$ cat src/rtl/mem_wb_stage_pkg.sv
// Shared types for the MEM/WB back end: pipeline-register entries, the data-memory
// request bundle, the hazard feedback pairs and the memory-handshake FSM states.
package mem_wb_stage_pkg;

  typedef struct packed {
    logic        regWrite;
    logic        memRead;
    logic        memWrite;
    logic [4:0]  rd;
    logic [31:0] result;
    logic [31:0] s_data;
  } exmem_t;

  typedef struct packed {
    logic        regWrite;
    logic [4:0]  rd;
    logic [31:0] data;
  } memwb_t;

  typedef struct packed {
    logic        req;
    logic        we;
    logic [31:0] addr;
    logic [31:0] wdata;
  } dmem_req_t;

  // Destination-register feedback consumed by decode and forwarding.
  typedef struct packed {
    logic       exmem_regWrite;
    logic [4:0] exmem_rd;
    logic       memwb_regWrite;
    logic [4:0] memwb_rd;
  } rd_write_t;

  typedef enum logic {
    StRun,
    StWait
  } dmem_state_e;

  function automatic logic is_mem_op(input exmem_t e);
    return e.memRead | e.memWrite;
  endfunction

endpackage

$ cat src/rtl/mem_wb_stage_if.sv
// Bus between the MEM/WB back end and its neighbours: EX inputs, data-memory
// handshake and the writeback/forwarding feedback.
interface mem_wb_stage_if;

  logic        ex_valid;
  logic [4:0]  ex_rd;
  logic        ex_regWrite;
  logic        ex_memRead;
  logic        ex_memWrite;
  logic [31:0] ex_result;
  logic [31:0] ex_s_data;

  logic        dm_req;
  logic        dm_we;
  logic [31:0] dm_addr;
  logic [31:0] dm_wdata;
  logic        dm_ack;
  logic [31:0] dm_rdata;

  logic        exmem_regWrite;
  logic [4:0]  exmem_rd;
  logic [31:0] exmem_result;
  logic        memwb_regWrite;
  logic [4:0]  memwb_rd;
  logic [31:0] wb_data;
  logic        mem_stall;
  logic        mem_err;

  // The stage itself.
  modport master (
    input  ex_valid, ex_rd, ex_regWrite, ex_memRead, ex_memWrite, ex_result, ex_s_data,
    input  dm_ack, dm_rdata,
    output dm_req, dm_we, dm_addr, dm_wdata,
    output exmem_regWrite, exmem_rd, exmem_result,
    output memwb_regWrite, memwb_rd, wb_data,
    output mem_stall, mem_err
  );

  // EX stage, data memory and the feedback consumers.
  modport slave (
    output ex_valid, ex_rd, ex_regWrite, ex_memRead, ex_memWrite, ex_result, ex_s_data,
    output dm_ack, dm_rdata,
    input  dm_req, dm_we, dm_addr, dm_wdata,
    input  exmem_regWrite, exmem_rd, exmem_result,
    input  memwb_regWrite, memwb_rd, wb_data,
    input  mem_stall, mem_err
  );

endinterface

$ cat src/rtl/mem_wb_stage_dmem_if_fsm.sv
// Data-memory handshake controller: RUN/WAIT state, ack timeout counter, sticky
// error flag and the request/stall decode.
module mem_wb_stage_dmem_if_fsm
  import mem_wb_stage_pkg::*;
#(
  parameter int unsigned ACK_TIMEOUT = 16
) (
  input  logic clk,
  input  logic rst,
  input  logic mem_op,
  input  logic dm_ack,
  output logic dm_req,
  output logic mem_stall,
  output logic timeout,
  output logic mem_err
);

  localparam int unsigned     CntW      = (ACK_TIMEOUT == 0) ? 1 : $clog2(ACK_TIMEOUT + 1);
  localparam logic [CntW-1:0] CntMax    = CntW'(ACK_TIMEOUT);
  localparam bit              TimeoutEn = (ACK_TIMEOUT != 0);

  dmem_state_e     state_q;
  logic [CntW-1:0] cnt_q;
  logic            err_q;

  // A late ack in the final cycle still wins over the timeout.
  always_comb begin
    timeout   = TimeoutEn && (state_q == StWait) && !dm_ack && (cnt_q == CntMax);
    dm_req    = mem_op && !timeout;
    mem_stall = dm_req && !dm_ack;
  end

  always_ff @(posedge clk) begin
    if (rst) begin
      state_q <= StRun;
      cnt_q   <= '0;
      err_q   <= 1'b0;
    end else begin
      unique case (state_q)
        StRun: begin
          if (mem_op && !dm_ack) begin
            state_q <= StWait;
            cnt_q   <= CntW'(1);
          end
        end
        StWait: begin
          if (dm_ack) begin
            state_q <= StRun;
          end else if (timeout) begin
            state_q <= StRun;
            err_q   <= 1'b1;
          end else begin
            cnt_q <= cnt_q + 1'b1;
          end
        end
        default: state_q <= StRun;
      endcase
    end
  end

  assign mem_err = err_q;

endmodule

$ cat src/rtl/mem_wb_stage.sv
// Back end of the RV32 pipeline: EX/MEM and MEM/WB registers, data-memory access
// and the writeback/forwarding feedback.
module mem_wb_stage
  import mem_wb_stage_pkg::*;
#(
  parameter int unsigned ACK_TIMEOUT = 16
) (
  input logic            clk,
  input logic            rst,
  mem_wb_stage_if.master bus
);

  exmem_t    exmem_q, exmem_d;
  memwb_t    memwb_q, memwb_d;
  dmem_req_t dmem;
  rd_write_t fb;

  logic mem_op;
  logic dm_req;
  logic mem_stall;
  logic timeout;
  logic mem_err;

  assign mem_op = is_mem_op(exmem_q);

  mem_wb_stage_dmem_if_fsm #(
    .ACK_TIMEOUT(ACK_TIMEOUT)
  ) u_dmem_if_fsm (
    .clk      (clk),
    .rst      (rst),
    .mem_op   (mem_op),
    .dm_ack   (bus.dm_ack),
    .dm_req   (dm_req),
    .mem_stall(mem_stall),
    .timeout  (timeout),
    .mem_err  (mem_err)
  );

  always_comb begin
    exmem_d = exmem_q;
    if (!mem_stall) begin
      exmem_d.regWrite = bus.ex_valid & bus.ex_regWrite & (bus.ex_rd != 5'd0);
      exmem_d.memRead  = bus.ex_valid & bus.ex_memRead;
      exmem_d.memWrite = bus.ex_valid & bus.ex_memWrite;
      exmem_d.rd       = bus.ex_rd;
      exmem_d.result   = bus.ex_result;
      exmem_d.s_data   = bus.ex_s_data;
    end
  end

  // Stalled or abandoned accesses leave a bubble; rd and data keep their old values.
  always_comb begin
    memwb_d          = memwb_q;
    memwb_d.regWrite = 1'b0;
    if (!mem_stall && !timeout) begin
      memwb_d.regWrite = exmem_q.regWrite & ~exmem_q.memWrite;
      memwb_d.rd       = exmem_q.rd;
      memwb_d.data     = exmem_q.memRead ? bus.dm_rdata : exmem_q.result;
    end
  end

  always_ff @(posedge clk) begin
    if (rst) begin
      exmem_q <= '0;
      memwb_q <= '0;
    end else begin
      exmem_q <= exmem_d;
      memwb_q <= memwb_d;
    end
  end

  always_comb begin
    dmem.req   = dm_req;
    dmem.we    = exmem_q.memWrite;
    dmem.addr  = exmem_q.result;
    dmem.wdata = exmem_q.s_data;

    fb.exmem_regWrite = exmem_q.regWrite;
    fb.exmem_rd       = exmem_q.rd;
    fb.memwb_regWrite = memwb_q.regWrite;
    fb.memwb_rd       = memwb_q.rd;
  end

  assign bus.dm_req         = dmem.req;
  assign bus.dm_we          = dmem.we;
  assign bus.dm_addr        = dmem.addr;
  assign bus.dm_wdata       = dmem.wdata;
  assign bus.exmem_regWrite = fb.exmem_regWrite;
  assign bus.exmem_rd       = fb.exmem_rd;
  assign bus.exmem_result   = exmem_q.result;
  assign bus.memwb_regWrite = fb.memwb_regWrite;
  assign bus.memwb_rd       = fb.memwb_rd;
  assign bus.wb_data        = memwb_q.data;
  assign bus.mem_stall      = mem_stall;
  assign bus.mem_err        = mem_err;

endmodule

$ cat src/flat_wrapper.sv
// flat-port wrapper written by rule: the top's interface ports become plain ports
module mem_wb_stage_flat import mem_wb_stage_pkg::*;
#(
  parameter int unsigned ACK_TIMEOUT = 16
)
  (clk, rst, bus_ex_valid, bus_ex_rd, bus_ex_regWrite, bus_ex_memRead, bus_ex_memWrite, bus_ex_result, bus_ex_s_data, bus_dm_ack, bus_dm_rdata, bus_dm_req, bus_dm_we, bus_dm_addr, bus_dm_wdata, bus_exmem_regWrite, bus_exmem_rd, bus_exmem_result, bus_memwb_regWrite, bus_memwb_rd, bus_wb_data, bus_mem_stall, bus_mem_err);
  mem_wb_stage_if bus_i ();
  input logic clk;
  input logic rst;
  input wire logic [$bits(bus_i.ex_valid)-1:0] bus_ex_valid;
  input wire logic [$bits(bus_i.ex_rd)-1:0] bus_ex_rd;
  input wire logic [$bits(bus_i.ex_regWrite)-1:0] bus_ex_regWrite;
  input wire logic [$bits(bus_i.ex_memRead)-1:0] bus_ex_memRead;
  input wire logic [$bits(bus_i.ex_memWrite)-1:0] bus_ex_memWrite;
  input wire logic [$bits(bus_i.ex_result)-1:0] bus_ex_result;
  input wire logic [$bits(bus_i.ex_s_data)-1:0] bus_ex_s_data;
  input wire logic [$bits(bus_i.dm_ack)-1:0] bus_dm_ack;
  input wire logic [$bits(bus_i.dm_rdata)-1:0] bus_dm_rdata;
  output wire logic [$bits(bus_i.dm_req)-1:0] bus_dm_req;
  output wire logic [$bits(bus_i.dm_we)-1:0] bus_dm_we;
  output wire logic [$bits(bus_i.dm_addr)-1:0] bus_dm_addr;
  output wire logic [$bits(bus_i.dm_wdata)-1:0] bus_dm_wdata;
  output wire logic [$bits(bus_i.exmem_regWrite)-1:0] bus_exmem_regWrite;
  output wire logic [$bits(bus_i.exmem_rd)-1:0] bus_exmem_rd;
  output wire logic [$bits(bus_i.exmem_result)-1:0] bus_exmem_result;
  output wire logic [$bits(bus_i.memwb_regWrite)-1:0] bus_memwb_regWrite;
  output wire logic [$bits(bus_i.memwb_rd)-1:0] bus_memwb_rd;
  output wire logic [$bits(bus_i.wb_data)-1:0] bus_wb_data;
  output wire logic [$bits(bus_i.mem_stall)-1:0] bus_mem_stall;
  output wire logic [$bits(bus_i.mem_err)-1:0] bus_mem_err;
  assign bus_i.ex_valid = bus_ex_valid;
  assign bus_i.ex_rd = bus_ex_rd;
  assign bus_i.ex_regWrite = bus_ex_regWrite;
  assign bus_i.ex_memRead = bus_ex_memRead;
  assign bus_i.ex_memWrite = bus_ex_memWrite;
  assign bus_i.ex_result = bus_ex_result;
  assign bus_i.ex_s_data = bus_ex_s_data;
  assign bus_i.dm_ack = bus_dm_ack;
  assign bus_i.dm_rdata = bus_dm_rdata;
  assign bus_dm_req = bus_i.dm_req;
  assign bus_dm_we = bus_i.dm_we;
  assign bus_dm_addr = bus_i.dm_addr;
  assign bus_dm_wdata = bus_i.dm_wdata;
  assign bus_exmem_regWrite = bus_i.exmem_regWrite;
  assign bus_exmem_rd = bus_i.exmem_rd;
  assign bus_exmem_result = bus_i.exmem_result;
  assign bus_memwb_regWrite = bus_i.memwb_regWrite;
  assign bus_memwb_rd = bus_i.memwb_rd;
  assign bus_wb_data = bus_i.wb_data;
  assign bus_mem_stall = bus_i.mem_stall;
  assign bus_mem_err = bus_i.mem_err;
  mem_wb_stage #(.ACK_TIMEOUT(ACK_TIMEOUT)) u_core (.clk(clk), .rst(rst), .bus(bus_i));
endmodule
$ cat config.mk
export PLATFORM = sky130hd
export DESIGN_NAME = mem_wb_stage_flat
export DESIGN_NICKNAME = d
export VERILOG_FILES = /design/src/rtl/mem_wb_stage_pkg.sv /design/src/rtl/mem_wb_stage_if.sv /design/src/rtl/mem_wb_stage_dmem_if_fsm.sv /design/src/rtl/mem_wb_stage.sv /design/src/flat_wrapper.sv
export SDC_FILE = /design/constraint.sdc
export NUM_CORES = 1
export LEC_CHECK = 0
export CORE_MARGIN = 2
export CORE_UTILIZATION = 31
export CTS_BUF_LIST = sky130_fd_sc_hd__clkbuf_4 sky130_fd_sc_hd__clkbuf_8
export DETAILED_ROUTE_END_ITERATION = 10
export GPL_TIMING_DRIVEN = 0
export PLACE_DENSITY = 0.62
export SYNTH_ARGS = -nofsm -noshare
export SYNTH_HDL_FRONTEND = slang
export SYNTH_HIERARCHICAL = 1
export SYNTH_SLANG_ARGS = --single-unit
$ cat constraint.sdc
create_clock -name clk -period 3.4 [get_ports clk]
set_input_delay 0.68 -clock clk [delete_from_list [all_inputs] [get_ports clk]]
set_output_delay 0.68 -clock clk [all_outputs]
set_load 0.05 [all_outputs]
==> out/qor.csv <==
stage,metric,value,unit
worst_setup_path,end_kind,output pin,
clock_tree,clk_latency,0.44,ns
clock_tree,clkTransAtPathRegs,0.07,ns
layout,final_util,50.70,%
timing,worst_slew_pin_slew,0.7072,ns
logic_synthesis,ys_seq_area_share,43.95,%
floorplan,die_h,135.1,um
drt,routed_wl,15970,um
worst_setup_path,r2r_setup_slack,1.08,ns
pwr,sw_frac_of_total,32.84,%
drt,vias,4639,
layout,nets,931,
layout,instances_no_fill,1052,
logic_synthesis,synth_cell_types,33,
layout,syn_to_final_growth,58.91,%
floorplan,ios,252,
clock_tree,cts_buffers,17,
global_routing,grt_max_degree,17,
timing,max_slew_margin,52.85,%
placed_design,dp_slack,0.06794,ns
floorplan,initial_utilization,31.91,%
timing,hold_viol,0,
floorplan,rows,47,
global_routing,grt_pass1_vias,4701,
pwr,switching_power,1.241,mW
global_routing,overflow,0,
floorplan,core_region_area,16700,um^2
worst_setup_path,criticalPathCategory,primary input to output pin,
drt,wl_per_cell,15.18,um
logic_synthesis,yosysWarnings,6,
drt,drtIter0Drc,153,
pwr,vdd_drop_max,223.8,uV
layout,antenna_cells,0,
timing,fin_hold_ws,0.4574,ns
drt,drc,0,
clock_tree,holdBufCountCts,0,
global_routing,grt_pass1_wl,24630,um
flow_run,drv_cap,0,
clock_tree,post_cts_buffers,0,
timing,period_needed,3.275,ns
worst_setup_path,rr_worst_depth,9,
clock_tree,cts_buffer_depth,2,
worst_setup_path,required,2.72,ns
placed_design,placed_area,8117,um^2
pwr,power_density,446.5,nW/um^2
drt,detail_route.vias_per_cell,4.410,
timing,post-route-period-util,96.32,%
pwr,seqPwrFrac,40.4,%
worst_setup_path,rr_endpoint,u_core/bus.dm_addr[9]$_SDFFE_PP0N_,
run_status,status,"complete, no violations",
layout,finalInstanceArea,8468,um^2
global_routing,antenna_found_initial,0,
placed_design,io_buffers,251,
global_routing,grt.total_usage,17.46,%
drt,postRouteAntennaNets,0,
min_path,hp-start,u_core/bus.memwb_rd[4]$_SDFFE_PP0P_,
logic_synthesis,async_flop_share,0,%
worst_setup_path,worstPathMaxFanout,6,
pwr,combPwrFrac,29.2,%
pwr,clock_power_share,30.3,%
pwr,totalPowerFinal,3.781,mW
floorplan,die_x,135.1,um
clock_tree,htree_levels,4,
placed_design,hpwl,12240,um
logic_synthesis,syn_avg_cell_area,9.671,um^2
timing,grt_setup_unrepaired,no,
placed_design,gp_congestion,0.7982,
floorplan,dieArea,18250,um^2
logic_synthesis,ys.flop_type,dfxtp_1,
min_path,min_to,u_core/bus.memwb_rd[4]$_SDFFE_PP0P_,
timing,worst_slack,0.1250,ns
pwr,power_leakage,3.371,nW
worst_setup_path,rr_startpoint,u_core/u_dmem_if_fsm/cnt_q[0]$_SDFFE_PP0P_,
min_path,hold_path_depth,2,
timing,setup_violations,0,
pwr,p_int,2.539,mW
clock_tree,cts_tree,yes,
timing,setup-tns-final,0,ns
logic_synthesis,syn-instance-count,551,
clock_tree,cts.sinks,117,
drt,dr.pass1.iters,5,
logic_synthesis,synthesis.nets,661,
placed_design,place_inst,1022,
timing,finalMaxSlewViolations,0,
min_path,hp-class,flop to flop,
logic_synthesis,synth_edf_count,0,
logic_synthesis,synthesis.area,5329,um^2
clock_tree,cts_root_buffer,clkbuf_8,
worst_setup_path,start_kind,primary input,
logic_synthesis,synth_seq_cells,117,
worst_setup_path,arrival,2.59,ns
timing,fmax,305.3,MHz
layout,drive_gt1_share,18.63,%
timing,fin_skew,0.01073,ns
[layer usage]
metal  track usage, %  share of wire [%]  vias to the layer above
met2            30.20                 50                      182
met3            6.194                8.1                       19
met1            19.92                 40                     2143
met4            6.192                1.8                        0
li1                 -                  -                     2295
met5                0                  0                        -
[synthesized netlist by cell type (2+ instances only)]
master    count  area (um^2)
buf_6        10        112.6
dfxtp_1     117         2342
ha_1          2        25.02
inv_1         7        26.28
o31ai_1       2        15.01
a21oi_1      10        50.05
clkbuf_1     15        56.30
o21ai_0       2        10.01
buf_4       104        780.8
a211oi_1     33        247.7
nand2b_1      2        12.51
a22oi_1       2        15.01
mux2i_1     101         1011
buf_2         6        30.03
or3_1         3        18.77
nand2_1      15        56.30
nor2_1      104        390.4
[what timing repair did]
action                                  4_1_cts  5_1_grt
resized for setup                             1        1
endpoints found under the setup margin        1        1
gates cloned                                  0        0
[flip-flops by register name, indices dropped and copies added (netlist names)]
register,cells
u_core/bus.dm_wdata,32
u_core/bus.dm_addr,32
u_core/bus.exmem_regWrite,1
u_core/u_dmem_if_fsm/state_q,1
u_core/bus.memwb_rd,5
u_core/bus.exmem_rd,5
u_core/exmem_q,1
u_core/bus.dm_we,1
u_core/bus.wb_data,32
u_core/u_dmem_if_fsm/mem_err,1
u_core/u_dmem_if_fsm/cnt_q,5
u_core/bus.memwb_regWrite,1
[critical path, stage by stage]
cell and delay (ns):
clkdlybuf4s50_1 0.57, nand2b_1 0.22, nand2b_1 0.17, and2_1 0.14
clkdlybuf4s50_1 0.81
[cell families after synthesis]
family          after synthesis  share of synthesized area [%]
fa+ha+maj                     2                         0.4695
mux                         101                          18.97
flops                       117                          43.95
buf+inv                     142                          18.88
compound gates               53                          7.138
simple gates                136                          10.59
[worst max path at each step]
stage,startpoint,to
5_1_grt,bus_dm_ack,bus_dm_req
6_report,bus_dm_ack,bus_dm_req
2_1_floorplan,u_core/u_dmem_if_fsm/cnt_q[0]$_SDFFE_PP0P_,u_core/bus.dm_addr[0]$_SDFFE_PP0N_
3_3_place_gp,bus_dm_ack,bus_mem_stall
4_1_cts,u_core/u_dmem_if_fsm/cnt_q[0]$_SDFFE_PP0P_,bus_mem_stall
3_5_place_dp,bus_dm_ack,bus_mem_stall
[layout make-up]
class / instances / area [um^2]
sequential: 117 / 2342
multi-input combinational: 292 / 1986
timing repair buffer: 251 / 2511
buffer: 135 / 979.7
fill: 1532 / 8233
clock buffer: 20 / 262.8
inverter: 7 / 26.28
clock inverter: 10 / 85.08
tap: 220 / 275.3
[power by group through the flow]
| stage | combinational (mW) | sequential (mW) | clock [mW] |
|---|---|---|---|
| final | 1.11 | 1.53 | 1.15 |
| after global placement | 1.10 | 1.55 | 0 |
| after floorplan | 0.596 | 1.66 | 0 |
| after detailed placement | 1.11 | 1.56 | 0 |
| after global routing | 1.16 | 1.54 | 1.25 |
| after CTS | 1.11 | 1.53 | 1.19 |
[cells in the final DEF, fill, tap and decap left out, types with 4 or more instances in the layout]
cell               n
clkinvlp_4         4
nand2_1           15
mux2i_1          101
clkdlybuf4s50_1  250
buf_2              6
dfxtp_1          117
clkbuf_8          18
inv_1              7
a211oi_1          32
clkinv_2           5
buf_4            104
a21oi_1           10
clkbuf_1          15
buf_6             10
nor2_1           104
(Power assumes the default switching activity.)
